==> config.mk <==
export PLATFORM = sky130hd
export DESIGN_NAME = axi_wr_arb_ctrl
export DESIGN_NICKNAME = d
export VERILOG_FILES = /design/src/rtl/axi_common_types_pkg.sv /design/src/rtl/rr_prio_sel.sv /design/src/rtl/axi_wr_arb_ctrl.sv
export SDC_FILE = /design/constraint.sdc
export NUM_CORES = 1
export LEC_CHECK = 0
export BUFFER_PORTS_ARGS = -buffer_cell sky130_fd_sc_hd__buf_2
export CAP_MARGIN = 25
export CELL_PAD_IN_SITES_DETAIL_PLACEMENT = 1
export CELL_PAD_IN_SITES_GLOBAL_PLACEMENT = 1
export CORE_MARGIN = 3
export CORE_UTILIZATION = 39
export DETAILED_ROUTE_END_ITERATION = 6
export PLACE_DENSITY_LB_ADDON = 0.3
export RECOVER_POWER = 50
export SLEW_MARGIN = 30
export SYNTH_ARGS = -nofsm -noshare
export SYNTH_HDL_FRONTEND = slang
export SYNTH_SLANG_ARGS = --single-unit
==> constraint.sdc <==
create_clock -name ACLK -period 2.1 [get_ports ACLK]
set_clock_uncertainty 0.15 [all_clocks]
set_input_delay 0.105 -clock ACLK [delete_from_list [all_inputs] [get_ports ACLK]]
set_output_delay 0.105 -clock ACLK [all_outputs]
set_load 0.02 [all_outputs]
==> src/rtl/axi_common_types_pkg.sv <==
// Shared types and defaults for the AXI write-path arbiter.
package axi_common_types_pkg;

    localparam int DEF_NUM_MASTERS    = 4;
    localparam int DEF_TIMEOUT_CYCLES = 256;
    localparam int WD_CNT_W           = 8;

    // One state per AXI write channel phase, plus IDLE for arbitration.
    typedef enum logic [1:0] {
        IDLE  = 2'd0,
        AW_PH = 2'd1,
        W_PH  = 2'd2,
        B_PH  = 2'd3
    } wr_state_e;

endpackage

==> src/rtl/rr_prio_sel.sv <==
// Round-robin winner search: first set req bit above last_idx, with wrap-around.
module rr_prio_sel #(
    parameter int NUM_MASTERS = axi_common_types_pkg::DEF_NUM_MASTERS,
    parameter int IDX_W       = (NUM_MASTERS > 1) ? $clog2(NUM_MASTERS) : 1
) (
    input  logic [NUM_MASTERS-1:0] req,
    input  logic [IDX_W-1:0]       last_idx,
    output logic [NUM_MASTERS-1:0] winner,
    output logic [IDX_W-1:0]       winner_idx
);

    logic             found;
    logic [IDX_W-1:0] cand;

    // Scan the masters starting one above the previous owner; first hit wins.
    always_comb begin
        // NOTE: every combinational output gets a default first so no path leaves it unassigned (no latch).
        winner     = '0;
        winner_idx = '0;
        found      = 1'b0;
        cand       = '0;
        for (int i = 1; i <= NUM_MASTERS; i++) begin
            cand = IDX_W'((int'(last_idx) + i) % NUM_MASTERS);
            if (!found && req[cand]) begin
                found      = 1'b1;
                winner_idx = cand;
            end
        end
        winner[winner_idx] = found;
    end

endmodule

==> src/rtl/axi_wr_arb_ctrl.sv <==
// Single-slave AXI write arbiter: round-robin grant held through the AW, W and B
// phases, with a watchdog on the write response.
module axi_wr_arb_ctrl
    import axi_common_types_pkg::*;
#(
    parameter  int NUM_MASTERS    = DEF_NUM_MASTERS,
    parameter  int TIMEOUT_CYCLES = DEF_TIMEOUT_CYCLES,
    localparam int IDX_W          = (NUM_MASTERS > 1) ? $clog2(NUM_MASTERS) : 1
) (
    input  logic                   ACLK,
    input  logic                   ARESET,
    input  logic [NUM_MASTERS-1:0] req,
    input  logic                   aw_hs,
    input  logic                   w_last_hs,
    input  logic                   b_hs,
    output logic [NUM_MASTERS-1:0] grant,
    output logic [IDX_W-1:0]       grant_idx,
    output logic                   aw_sel_en,
    output logic                   w_sel_en,
    output logic                   b_sel_en,
    output logic                   busy,
    output logic                   timeout_err
);

    localparam logic [WD_CNT_W-1:0] WD_LIMIT  = WD_CNT_W'(TIMEOUT_CYCLES - 1);
    localparam logic [IDX_W-1:0]    LAST_INIT = IDX_W'(NUM_MASTERS - 1);

    wr_state_e                state_q, state_d;
    logic [NUM_MASTERS-1:0]   grant_q;
    logic [IDX_W-1:0]         grant_idx_q;
    logic [IDX_W-1:0]         last_idx_q;
    logic [WD_CNT_W-1:0]      wd_cnt_q;
    logic                     timeout_q;

    logic [NUM_MASTERS-1:0]   rr_winner;
    logic [IDX_W-1:0]         rr_winner_idx;
    logic                     load_grant;
    logic                     complete;
    logic                     expire;

    rr_prio_sel #(
        .NUM_MASTERS (NUM_MASTERS),
        .IDX_W       (IDX_W)
    ) u_rr_prio_sel (
        .req        (req),
        .last_idx   (last_idx_q),
        .winner     (rr_winner),
        .winner_idx (rr_winner_idx)
    );

    // Next-state logic; b_hs is tested before the watchdog so it wins a tie.
    always_comb begin
        state_d    = state_q;
        load_grant = 1'b0;
        complete   = 1'b0;
        expire     = 1'b0;
        unique case (state_q)
            IDLE: begin
                if (|req) begin
                    state_d    = AW_PH;
                    load_grant = 1'b1;
                end
            end
            AW_PH: if (aw_hs)     state_d = W_PH;
            W_PH:  if (w_last_hs) state_d = B_PH;
            B_PH: begin
                if (b_hs) begin
                    state_d  = IDLE;
                    complete = 1'b1;
                end else if (wd_cnt_q == WD_LIMIT) begin
                    state_d  = IDLE;
                    complete = 1'b1;
                    expire   = 1'b1;
                end
            end
            default: state_d = IDLE;
        endcase
    end

    // State register and the registered timeout pulse.
    always_ff @(posedge ACLK) begin
        // NOTE: sequential state uses non-blocking assignments so every flop samples pre-edge values.
        if (ARESET) begin
            state_q   <= IDLE;
            timeout_q <= 1'b0;
        end else begin
            state_q   <= state_d;
            timeout_q <= expire;
        end
    end

    // Grant is captured on arbitration, held with no preemption, and cleared on completion.
    always_ff @(posedge ACLK) begin
        if (ARESET) begin
            grant_q     <= '0;
            grant_idx_q <= '0;
            last_idx_q  <= LAST_INIT;
        end else if (load_grant) begin
            grant_q     <= rr_winner;
            grant_idx_q <= rr_winner_idx;
        end else if (complete) begin
            grant_q     <= '0;
            grant_idx_q <= '0;
            last_idx_q  <= grant_idx_q;
        end
    end

    // Watchdog counts B_PH cycles; it sits at zero everywhere else, so entry always starts at 0.
    always_ff @(posedge ACLK) begin
        if (ARESET || state_q != B_PH) begin
            wd_cnt_q <= '0;
        end else begin
            wd_cnt_q <= wd_cnt_q + 1'b1;
        end
    end

    assign grant       = grant_q;
    assign grant_idx   = grant_idx_q;
    assign aw_sel_en   = (state_q == AW_PH);
    assign w_sel_en    = (state_q == W_PH);
    assign b_sel_en    = (state_q == B_PH);
    assign busy        = (state_q != IDLE);
    assign timeout_err = timeout_q;

endmodule

==> flow_summary_export.csv <==
group,metric,value,unit
routing,drt_iter0_markers,13,
worst_setup_path,cp.arrival,1820,ps
sta,fmax,583,MHz
sta,slew-limit-headroom,59.5,%
power,combPwrFrac,38.3,%
hold_path,hold_start,"req[2]",
placement,dp_slack,406,ps
sta,final.period_utilization,81.7,%
power,power_leakage,0.469,nW
placement,numPortBuffers,19,
clock_tree,cts-resized-gates,0,
run_status,status,"complete, no violations",
logic_synthesis,synthTopCellsByArea,"dfxtp_1 (40%), ha_1 (7.8%), nor2_1 (4.7%)",
logic_synthesis,synthCells,104,
hold_path,hold_path_class,"in2reg",
clock_tree,cts.clk_slew.worst_paths,130,ps
clock_tree,root_buffer,"clkbuf_4",
floorplanning,io_pins,20,
global_routing,grt_max_degree,13,
global_routing,grt_util_all_layers,15.2,%
floorplanning,die_x,55.5,microns
worst_setup_path,rrSetupSlack,380,ps
sta,final-hold-violation-count,0,
clock_tree,post_cts_buffers,0,
floorplanning,die_h,55.5,microns
worst_setup_path,critPathLaunch,"last_idx_q[1]$_SDFFE_PP1P_",
cells_and_area,diodes,0,
logic_synthesis,ys.flop_type,"dfxtp_1",
placement,place.detailed.hpwl,1.74,mm
clock_tree,numCtsBuffers,3,
cells_and_area,fill_cells,283,
cells_and_area,final_util,49.3,%
routing,postRouteAntennaNets,0,
logic_synthesis,yosysWarnings,0,
sta,worst_slew_pin_slew,604,ps
routing,vias,822,
routing,drc,0,
placement,gp_congestion,0.760,
floorplanning,die-area,3080,sq um
worst_setup_path,path_max_fanout,7,
run,maxCapViolCount,0,
worst_setup_path,crit_type,"reg2reg",
cells_and_area,final_cell_mix,"dfxtp_1 (19), nor2_1 (12), nand2_1 (10), buf_2 (10), clkbuf_1 (9)",
sta,finalSetupTns,0,ps
floorplanning,std_cell_rows,17,
worst_setup_path,worstSetupEndpoint,"grant[2]$_SDFFE_PP0P_",
cells_and_area,syn_to_final_growth,17.3,%
logic_synthesis,avgSynthCellArea,9.20,sq um
logic_synthesis,netlist_area,957,sq um
power,p_switching,0.403,mW
cells_and_area,fin_cells,156,
worst_setup_path,start_kind,"flip-flop",
logic_synthesis,yosysUniqueCellTypes,36,
power,power.share.sequential,42.5,%
routing,wire_per_inst,14.3,microns
cells_and_area,final_common_cell,"dfxtp_1",
cells_and_area,nNetsFinal,144,
clock_tree,cts.sinks,19,
clock_tree,clockBufferDepth,2,
cells_and_area,stdcell_area,1120,sq um
worst_setup_path,rr_worst_depth,4,
cells_and_area,drive_gt1_share,14.1,%
worst_setup_path,rr_endpoint,"grant[2]$_SDFFE_PP0P_",
logic_synthesis,syn-num-nets,119,
logic_synthesis,synth_top_area_cell,"dfxtp_1",
logic_synthesis,postSynth.asyncResetShare,0,%
sta,slew_viol_final,0,
worst_setup_path,endpoint_kind,"flip-flop",
global_routing,grt_pass1_wl,3.82,mm
logic_synthesis,yosys_register_bits,19,
clock_tree,cts_tree,"yes",
worst_setup_path,regToRegStartpoint,"last_idx_q[1]$_SDFFE_PP1P_",
routing,wl,2.24,mm
sta,period_needed,1720,ps
sta,fin_ws,385,ps
routing,via_per_inst,5.27,
floorplanning,floorplan.initialDensity,42.1,%
clock_tree,insertion_delay,300,ps
worst_setup_path,required,2210,ps
placement,dp_cells,150,
sta,rsz0062_at_grt,"false",
sta,setup-violations-final,0,
routing,first_pass_iters,4,
logic_synthesis,synth_top_cell_area_share,39.7,%
power,switching_share,39.2,%
power,p_per_area,916,nW/um^2
logic_synthesis,ys_seq_area_share,39.7,%
global_routing,overflow,0,
power,p_clk_share,19.1,%
power,p_int,0.625,mW
placement,dpl_cell_area,1080,sq um
power,ir_worst_vdd,428,uV
clock_tree,htree_levels,1,
logic_synthesis,synth-edff-count,0,
floorplanning,core_area,2280,sq um
global_routing,antenna_found_initial,0,
global_routing,grt_pass1_vias,854,
## per-layer routing
metal,vias to the layer above,track usage (%),wire length [microns]
met4,0,3.82,24
met3,2,3.04,78
li1,416,-,-
met5,-,0,0
met1,386,18.6,1000
met2,18,27.0,1130
## registers in the layout, indices dropped and copies added (netlist names)
signal       cells
grant            4
grant_idx        2
last_idx_q       2
state_q          2
timeout_err      1
wd_cnt_q         8
## power by group through the flow
stage | clock, mW | sequential, mW | combinational [mW]
after floorplan | 0 | 0.469 | 0.262
after global placement | 0 | 0.443 | 0.388
after detailed placement | 0 | 0.446 | 0.404
after CTS | 0.204 | 0.438 | 0.408
after global routing | 0.222 | 0.446 | 0.424
final | 0.197 | 0.437 | 0.394
## metrics by stage
step,hold slack (ps),total power [mW]
3_3_place_gp,165,0.831
4_1_cts,118,1.05
6_report,118,1.03
2_1_floorplan,33.1,0.731
3_5_place_dp,156,0.850
5_1_grt,180,1.09
## how the worst min path moves through the flow
stage                                 to  slack (ps)  cells after the start
2_1_floorplan     timeout_err$_SDFF_PP0_          30                      1
3_3_place_gp      timeout_err$_SDFF_PP0_         160                      2
3_5_place_dp      timeout_err$_SDFF_PP0_         160                      2
4_1_cts        grant_idx[1]$_SDFFE_PP0P_         120                      5
5_1_grt            grant[3]$_SDFFE_PP0P_         180                      3
6_report       grant_idx[1]$_SDFFE_PP0P_         120                      5
## critical path, stage by stage (launching register included)
cell	delay (ps)
dfxtp_1	460
mux2i_1	220
nor2_1	50
a311oi_1	530
a32o_1	260
## synth_stat cells, types with 2 or more instances
master	n
o21a_1	2
a21oi_1	3
o21ai_0	4
xor2_1	3
nand2_1	10
and3_1	2
inv_1	7
nand3_1	4
mux2i_1	3
ha_1	6
nand4_1	2
or3_1	2
dfxtp_1	19
nand2b_1	4
nor2_1	12
## what timing repair did
item | CTS | global route
hold buffers | 2 | 0
endpoints found under the setup margin | 0 | 0
endpoints found under the hold margin | 3 | 0
## cell families (layout without fill, tap and decap cells)
kind of cell / after synthesis / after routing / synth area share [%]
AOI/OAI and AO/OA: 22 / 22 / 20.7
xor gates and xnor gates: 4 / 4 / 3.66
adders and majority gates: 6 / 6 / 7.84
buffers and inverters: 8 / 32 / 3.14
DFF: 19 / 19 / 39.7
muxes: 3 / 3 / 3.14
and+or+nand+nor: 42 / 42 / 21.8
## area by class of cell
type	count	area (sq um)	share of cell area [%]
flip-flops and latches	19	380	33.9
inverters	7	26.3	2.34
clock buffers	3	22.5	2.01
clock inverters	1	7.51	0.669
well taps	28	35.0	3.12
repair buffers	21	104	9.25
multi-input cells	77	547	48.7
Power figures use the tool's default switching activity.
